===== config.mk =====
export PLATFORM = sky130hd
export DESIGN_NAME = cpu_clk_ctrl
export DESIGN_NICKNAME = d
export VERILOG_FILES = /design/src/rtl/cpu_clk_ctrl_pkg.sv /design/src/rtl/period_counter.sv /design/src/rtl/cpu_clk_ctrl.sv
export SDC_FILE = /design/constraint.sdc
export NUM_CORES = 1
export LEC_CHECK = 0
export CAP_MARGIN = 5
export CORE_MARGIN = 1
export CORE_UTILIZATION = 51
export CTS_CLUSTER_DIAMETER = 100
export DETAILED_ROUTE_END_ITERATION = 10
export PLACE_DENSITY = 0.77
export SETUP_SLACK_MARGIN = 0.5
export SLEW_MARGIN = 20
export SYNTH_ARGS = -nofsm -noshare
export SYNTH_HDL_FRONTEND = slang
export SYNTH_SLANG_ARGS = --single-unit

===== constraint.sdc =====
create_clock -name clk -period 3.3 [get_ports clk]
set_input_delay 0.495 -clock clk [delete_from_list [all_inputs] [get_ports clk]]
set_output_delay 0.495 -clock clk [all_outputs]
set_load 0.03 [all_outputs]

===== src/rtl/cpu_clk_ctrl_pkg.sv =====
// Shared types and constants for the CPU run-control / clock-enable scheduler.
package cpu_clk_ctrl_pkg;

  localparam int STATE_W           = 2;
  localparam int DIV_RESET_DEFAULT = 1_000_000;

  typedef enum logic [STATE_W-1:0] {
    HALT  = 2'd0,
    RUN   = 2'd1,
    BURST = 2'd2
  } state_t;

endpackage


===== src/rtl/period_counter.sv =====
// Divided-rate tick generator: latches the effective divisor and raises `tick`
// for one cycle every d enabled cycles.
module period_counter
  import cpu_clk_ctrl_pkg::*;
#(
  parameter int DIV_W     = 20,
  parameter int DIV_RESET = DIV_RESET_DEFAULT
) (
  input  logic             clk,
  input  logic             rst,
  input  logic             clear,
  input  logic             enable,
  input  logic [DIV_W-1:0] div,
  output logic             tick
);

  localparam logic [DIV_W-1:0] D_RST = (DIV_RESET < 1) ? DIV_W'(1) : DIV_W'(DIV_RESET);

  logic [DIV_W-1:0] cnt_q;
  logic [DIV_W-1:0] d_q;
  logic [DIV_W-1:0] div_eff;

  assign div_eff = (div == '0) ? DIV_W'(1) : div;
  assign tick    = enable && (cnt_q == d_q - DIV_W'(1));

  // The divisor is only re-sampled at a clear or a wrap, so a mid-period
  // change of `div` never truncates or stretches the running period.
  // NOTE: sequential state is assigned with <= so every register sees the
  // pre-edge values of the others, regardless of statement order.
  always_ff @(posedge clk) begin
    if (rst) begin
      cnt_q <= '0;
      d_q   <= D_RST;
    end else if (clear || tick) begin
      cnt_q <= '0;
      d_q   <= div_eff;
    end else if (enable) begin
      cnt_q <= cnt_q + DIV_W'(1);
    end
  end

endmodule


===== src/rtl/cpu_clk_ctrl.sv =====
// Run-control FSM (HALT/RUN/BURST) producing a one-cycle cpu_ce and a slow_clk
// display toggle. Define CPU_CLK_CTRL_CYCLE_CNT_EN to add the cycle_cnt port.
module cpu_clk_ctrl
  import cpu_clk_ctrl_pkg::*;
#(
  parameter int DIV_W     = 20,
  parameter int DIV_RESET = DIV_RESET_DEFAULT,
  parameter int BURST_W   = 8
) (
  input  logic               clk,
  input  logic               rst,
  input  logic [DIV_W-1:0]   div,
  input  logic               run,
  input  logic               halt,
  input  logic               step,
  input  logic               burst,
  input  logic [BURST_W-1:0] burst_len,
  output logic               cpu_ce,
  output logic               slow_clk,
  output logic [STATE_W-1:0] state,
  output logic               halted
`ifdef CPU_CLK_CTRL_CYCLE_CNT_EN
  ,
  output logic [31:0]        cycle_cnt
`endif
);

  state_t             state_q, state_d;
  logic [BURST_W-1:0] rem_q, rem_d;
  logic               ce_d;
  logic               clear;
  logic               cnt_en;
  logic               tick;

  assign cnt_en = (state_q == RUN) || (state_q == BURST);

  period_counter #(
    .DIV_W     (DIV_W),
    .DIV_RESET (DIV_RESET)
  ) u_period_counter (
    .clk    (clk),
    .rst    (rst),
    .clear  (clear),
    .enable (cnt_en),
    .div    (div),
    .tick   (tick)
  );

  // NOTE: every output of this block gets a default first, so no path can
  // leave a signal unassigned and infer a latch.
  always_comb begin
    state_d = state_q;
    rem_d   = rem_q;
    ce_d    = 1'b0;
    clear   = 1'b0;
    unique case (state_q)
      HALT: begin
        if (halt) begin
          state_d = HALT;
        end else if (step) begin
          ce_d = 1'b1;
        end else if (burst && (burst_len != '0)) begin
          state_d = BURST;
          rem_d   = burst_len;
          clear   = 1'b1;
        end else if (run) begin
          state_d = RUN;
          clear   = 1'b1;
        end
      end
      RUN: begin
        if (halt) begin
          state_d = HALT;
          clear   = 1'b1;
        end else if (tick) begin
          ce_d = 1'b1;
        end
      end
      BURST: begin
        if (halt) begin
          state_d = HALT;
          rem_d   = '0;
          clear   = 1'b1;
        end else if (tick) begin
          ce_d = 1'b1;
          // The last step still fires, and the FSM leaves on the same edge.
          if (rem_q == BURST_W'(1)) begin
            state_d = HALT;
            rem_d   = '0;
            clear   = 1'b1;
          end else begin
            rem_d = rem_q - BURST_W'(1);
          end
        end
      end
      default: begin
        state_d = HALT;
        rem_d   = '0;
        clear   = 1'b1;
      end
    endcase
  end

  always_ff @(posedge clk) begin
    if (rst) begin
      state_q  <= HALT;
      rem_q    <= '0;
      cpu_ce   <= 1'b0;
      slow_clk <= 1'b0;
    end else begin
      state_q  <= state_d;
      rem_q    <= rem_d;
      cpu_ce   <= ce_d;
      slow_clk <= slow_clk ^ ce_d;
    end
  end

`ifdef CPU_CLK_CTRL_CYCLE_CNT_EN
  always_ff @(posedge clk) begin
    if (rst) begin
      cycle_cnt <= '0;
    end else if (ce_d) begin
      cycle_cnt <= cycle_cnt + 32'd1;
    end
  end
`endif

  assign state  = state_q;
  assign halted = (state_q == HALT);

endmodule


**Word level (Yosys, flattened, before mapping)**

Cells that the tools add are included.

- Flip-flop bits (word level): 52
- Bits of input ports: 34
- Output and inout bits: 5

- Add/sub/neg operators: 3
- Eq/ne operators: 12
- Multiplexer cells: 31
- Bitwise operators: 2
- Reductions and logical operators: 11

Operators by type and width:

| cell | count |
|---|---|
| 2-to-1 mux 8 bit | 6 |
| case mux 8 bit (3 select lines) | 1 |
| adder 20 x 1 -> 20 bit, second input constant | 1 |
| equality test 20 bit | 1 |
| zero test 20 bit | 1 |
| 2-to-1 mux 20 bit | 1 |
| subtractor 20 x 1 -> 20 bit, second input constant | 1 |
| 2-to-1 mux 2 bit | 8 |
| 2-to-1 mux 1 bit | 12 |
| AND reduction 5 bit | 2 |
| equality test 8 x 1 -> 1 bit, second input constant | 1 |
| nonzero test 8 bit | 1 |
| subtractor 8 x 1 -> 8 bit, second input constant | 1 |
| inequality test 2 bit, second input constant | 3 |
| inequality test 3 x 2 -> 1 bit, second input constant | 2 |
| case mux 2 bit (3 select lines) | 1 |
| inequality test 4 x 3 -> 1 bit, second input constant | 1 |
| OR reduction 2 bit | 2 |
| inequality test 3 bit, second input constant | 1 |
| case mux 1 bit (3 select lines) | 1 |
| equality test 2 x 1 -> 1 bit, second input constant | 1 |
| equality test 2 bit, second input constant | 1 |
| logical AND 1 bit | 2 |
| zero test 2 bit | 1 |
| other kinds (5) | 6 |

**Logic depth before layout (Yosys ltp)**

Gate-level depths: netlist of the first run.

- Depth after elaboration: 8
- Depth in mapped cells: 11
- Depth with buffers taken out: 10

**By module**

From an unflattened synthesis of the first run, not the netlist that was laid out.

- Cells, all modules: 398
- Area total of the unflattened synthesis: 3,369.5 um^2

Modules (own cells, without submodules):

| module | times used | cells each | area an instance (um^2) | seq. area each (um^2) |
|---|---|---|---|---|
| period_counter | 1 | 287 | 2,476.1 | 800.8 |
| cpu_clk_ctrl | 1 | 111 | 893.4 | 240.2 |

**Least setup slack after synthesis of the first run**

OpenSTA, ideal clock, no wires.

- Path type: reg2reg
- Start point: register u_period_counter.d_q[8]
- End point: register slow_clk
- Library setup time: 0.121 ns
- Data arrival time: 3.141 ns
- Required time: 3.179 ns
- Path slack: 0.038 ns
- Stages on the path, launching flop included: 10
- Path buffers: 1
- Period minus slack after synthesis: 3.262 ns
- Cell sequence: dfxtp_1 > buf_6 > or4_4 > or3_4 > a2111oi_4 > nor2_1 > or4_1 > or4_4 > a211oi_2 > mux2_2

- Longest elaborated chain between the ends: 7

RTL lines:

| item | RTL line | RTL |
|---|---|---|
| from (decl) | period_counter.sv:20 | `logic [DIV_W-1:0] d_q;` |
| from (signal assigned) | period_counter.sv:36 | `d_q <= div_eff;` |
| subtractor 20 x 1 -> 20 bit | period_counter.sv:24 | `assign tick = enable && (cnt_q == d_q - DIV_W'(1));` |
| equality test 20 bit | period_counter.sv:24 |  |
| logical AND 1 bit | period_counter.sv:24 |  |
| 2-to-1 mux 1 bit | cpu_clk_ctrl.sv:75, cpu_clk_ctrl.sv:84 |  |
| 2-to-1 mux 1 bit | cpu_clk_ctrl.sv:80 | `if (halt) begin` |
| case mux 1 bit (2 select lines) | cpu_clk_ctrl.sv:56 | `unique case (state_q)` |
| XOR 1 bit | cpu_clk_ctrl.sv:114 | `slow_clk <= slow_clk ^ ce_d;` |
| to (signal assigned) | cpu_clk_ctrl.sv:114 |  |
| to (decl) | cpu_clk_ctrl.sv:19 | `output logic slow_clk,` |

No other way between the ends.
A chain may end at the register's enable or synchronous reset.

**Worst setup path in the final report of the first run**

Ends and elaborated chain as after synthesis.

==> out/results.md, run 1 <==
| Quantity | This run |
|---|---|
| Status | completed |
| Normalized max-slew margin | 0.498 |
| WP depth | 10 |
| Slowest stage cell on the critical path | or4_4 |
| Setup violators final | 0 |
| Top cells by area in the synthesized netlist | dfxtp_1 (31%), xor2_1 (7.6%), nor3_1 (4.8%) |
| Count of nets after finishing | 511 |
| DRC violations left | 0 |
| Period utilisation layout | 0.972 |
| Post-Synthesis Cell Area | 0.00334 mm² |
| Vias in the first global route | 3168 |
| Unrepaired setup endpoints after global routing | yes |
| Sequential fraction of the synthesis area | 0.311 |
| Destination of the worst hold path | u_period_counter.d_q[0]$_SDFFE_PP0P_ |
| Most frequent cells after synthesis | dfxtp_1 (52), nor3_1 (32), xor2_1 (29) |
| CP startpoint kind | flip-flop |
| Level count of the clock H-tree | 2 |
| Final max-slew violation count | 0 |
| Post-DR wirelength/cell | 17.9 µm |
| Detailed placer's ending HPWL | 6710 µm |
| Top Ports | 39 |
| Area occupied by registers | 0.00105 mm² |
| Total grt overflow | 0 |
| Post-Route Skew | 0.00853 ns |
| Hold/Removal Path Class | flip-flop to flip-flop |
| Post-synthesis cell type with the largest combined area | dfxtp_1 |
| TritonCTS Buffers | 5 |
| Total wire length | 9800 µm |
| Overall die area | 0.00688 mm² |
| Latest clock arrival within the worst-skew pair | 0.31 ns |
| Starting density of the core | 0.527 |
| Family with the most delay on the worst path | simple AND/OR/NAND/NOR gates |
| Count of cells along the worst hold path | 2 |
| Largest incremental delay on the critical path | 0.56 ns |
| Total number of yosys warnings | 0 |
| Vias post-DR | 3375 |
| Horizontal die dimension | 83.0 µm |
| Max Root-Sink Buffers | 2 |
| CP Data Arrival Time | 3.41 ns |
| Number of synthesized flops with an enable pin | 0 |
| Maximum fanout along the worst path | 5 |
| Launch point of the worst hold path | u_period_counter.d_q[0]$_SDFFE_PP0P_ |
| Global placement routability congestion | 0.902 |
| Number of cells produced by synthesis | 396 |
| Ratio of cells with drive above 1 in the final layout | 0.268 |
| Placement-stage cell area | 0.00403 mm² |
| Fmax | 312 MHz |
| Combined area of the multi-input logic cells | 0.00250 mm² |
| Die extent in y | 83.0 µm |
| Final count of hold timing violations | 0 |
| Total core area | 0.00635 mm² |
| First-pass GRT wire length | 15500 µm |
| Number of rows created at floorplan | 29 |
| Aggregate global-route resource usage | 0.279 |
| Number of antenna-violating nets in the routed design | 0 |
| Proportion of netlist area held by the largest area contributor | 0.311 |
| Cell count after placement | 523 |
| Count of different cell masters after synthesis | 61 |
| Pin count of the biggest net entering global routing | 55 |
| Drt via density | 6.17 |
| First drt pass iteration count | 7 |
| Register-to-register setup slack | 0.09 ns |
| Design Area, Final | 0.00466 mm² |
| TritonCTS clock tree | yes |
| Endpoint type of the worst setup path | flip-flop |
| Post-Layout Cell Count | 547 |
| Measured slew at the worst slew-check pin | 0.750 ns |
| Clock-pin slew reported for the worst setup and hold paths after clock tree synthesis | 0.10 ns |
| Capturing point of the worst reg2reg path | slow_clk$_SDFF_PP0_ |
| Ys flop type | dfxtp_1 |
| Critical setup path kind | flip-flop to flip-flop |
| Post-synthesis average cell area | 8.44 µm² |
| Count of filler cells inserted in the layout | 483 |
| Number of max-cap violations | 0 |
| CTS Sinks | 52 |
| Antenna cells | 0 |
| Static leakage power | 1.79 nW |
| Seq cells post-synth | 52 |
| Power density over the cells | 344 mW/mm² |
| Final worst path period need | 3.21 ns |
| Antenna violations before repair | 0 |
| Worst vdd rail ir drop | 0.000245 V |
| Data required time of the worst path | 3.51 ns |
| Detailed Route Iter0 Violations | 226 |
| Post-Synthesis Net Count | 438 |
| Critical path buffer and inverter count | 2 |
| Number of buffers added to fix hold violations after cts | 0 |
| Top-count cell post-synth | dfxtp_1 |
| Reg-to-reg critical path startpoint | u_period_counter.d_q[8]$_SDFFE_PP0P_ |
| Relative area change from synthesis to final layout | 39.5% |
| Crit path cell chain | or4_4 -> buf_4 -> nor4b_2 -> buf_4 -> o2111a_1 -> a2111oi_2 -> or2_2 -> or4_4 -> a211oi_4 -> mux2_2 |
| Count of port buffers added during placement | 38 |
| Number of cells on the worst reg-to-reg path | 10 |
| Root Driver | clkbuf_8 |
| Fraction of registers with async set/reset | 0 |
==> stage by stage <==
stage / setup TNS [ns] / util / worst slack [ns] / hold slack [ns] / total power [mW]
2_1_floorplan: 0 / - / 0.0918 / 0.461 / 0.960
3_3_place_gp: 0 / 0.634 / 0.134 / 0.492 / 1.11
3_5_place_dp: 0 / 0.634 / 0.0718 / 0.517 / 1.11
4_1_cts: 0 / 0.693 / 0.0889 / 0.501 / 1.55
5_1_grt: -0.0318 / 0.734 / -0.0318 / 0.517 / 1.68
6_report: 0 / 0.734 / 0.0939 / 0.499 / 1.60
==> final cells by class <==
| cell class | count | area share |
|---|---|---|
| Sequential cell | 52 | 0.225 |
| Multi-Input combinational cell | 311 | 0.537 |
| Clock inverter | 1 | 0.00161 |
| Tap cell | 77 | 0.0207 |
| Clock buffer | 7 | 0.0185 |
| Timing Repair Buffer | 86 | 0.188 |
| Inverter | 13 | 0.0105 |
==> placed cells by master, fill, tap and decap left out, types with 3 or more instances in the layout <==
master           netlist  routed
a211o_1               10      10
a21o_1                 3       3
a21oi_1               11       6
a21oi_2                0       4
a22oi_1                5       5
a311oi_1               6       5
a31oi_1                7       6
and3_1                 7       7
and4_1                 3       3
buf_12                 0       5
buf_4                  0      35
buf_6                  1       5
clkbuf_8               0       6
clkdlybuf4s50_1        0      37
dfxtp_1               52      47
dfxtp_2                0       5
ha_1                   8       7
inv_1                 13      11
mux2i_1               15      15
nand2_1               21      21
nand3_1               15      14
nand4_1                8       8
nor2_1                26      25
nor2b_1               11      11
nor3_1                32      10
nor3_2                 0      15
nor3_4                 0       7
nor4_1                14      12
o21ai_0               10      10
or2_2                  5       4
or4_1                  5       3
or4_4                  2       4
xnor2_1               14      14
xor2_1                29      29
==> power by group <==
part,internal (mW),switching [mW],total (mW)
Clock,0.171,0.216,0.387
Combinational,0.264,0.255,0.519
Sequential,0.658,0.0394,0.698
==> flip-flops by register name (all words and copies together) (netlist names) <==
name                    cells
slow_clk                    1
u_period_counter.d_q       20
u_period_counter.cnt_q     20
state                       2
rem_q                       8
cpu_ce                      1
==> worst max-delay path by stage <==
stage                                                    start             endpoint  slack, ns
after floorplan           u_period_counter.d_q[8]$_SDFFE_PP0P_  slow_clk$_SDFF_PP0_       0.09
after global placement    u_period_counter.d_q[1]$_SDFFE_PP0P_  slow_clk$_SDFF_PP0_       0.13
after detailed placement  u_period_counter.d_q[0]$_SDFFE_PP0P_  slow_clk$_SDFF_PP0_       0.07
after CTS                 u_period_counter.d_q[8]$_SDFFE_PP0P_  slow_clk$_SDFF_PP0_       0.09
after global routing      u_period_counter.d_q[1]$_SDFFE_PP0P_  slow_clk$_SDFF_PP0_      -0.03
final                     u_period_counter.d_q[8]$_SDFFE_PP0P_  slow_clk$_SDFF_PP0_       0.09
==> routing by layer <==
layer | share of wire | vias to the layer above | track usage
met3 | 0.046 | 31 | 0.0567
met4 | 0.034 | 0 | 0.129
met1 | 0.41 | 1635 | 0.322
met2 | 0.50 | 91 | 0.493
met5 | 0 | - | 0
li1 | - | 1618 | -
==> cells by family after synthesis <==
logic type                 count (synthesis)  share of synthesized area
buffers and inverters                     33                     0.0415
xor gates and xnor gates                  43                      0.113
and+or+nand+nor                          165                      0.274
muxes                                     16                     0.0483
AOI/OAI and AO/OA                         79                      0.182
adders and majority gates                  8                     0.0299
DFF                                       52                      0.311
==> worst min-delay path, delay by kind of cell (launching register included) <==
family                 cells  cell delay [ns]
AOI/OAI and AO/OA          1             0.06
DFF                        1             0.34
buffers and inverters      1             0.06
==> what timing repair did <==
item | in CTS | in global routing
endpoints found under the setup margin | 52 | 52
pin swaps | 18 | 16
hold endpoints to repair | 0 | 0
gates cloned | 3 | 1
gates resized for setup | 37 | 33
buffers inserted | 8 | 3
Note: power is estimated with default switching activity, not from simulation.
==> run 2, diff against run 1 <==
Settings changed: CTS_CLUSTER_DIAMETER 100 to not set.
==> results of run 2 <==
No change in the layout: final DEF, timing and power equal those of run 1.
==> run 3, diff against run 2 <==
Settings changed: GPL_TIMING_DRIVEN set to 1.
==> results of run 3 <==
No change in the layout: final DEF, timing and power equal those of run 1.
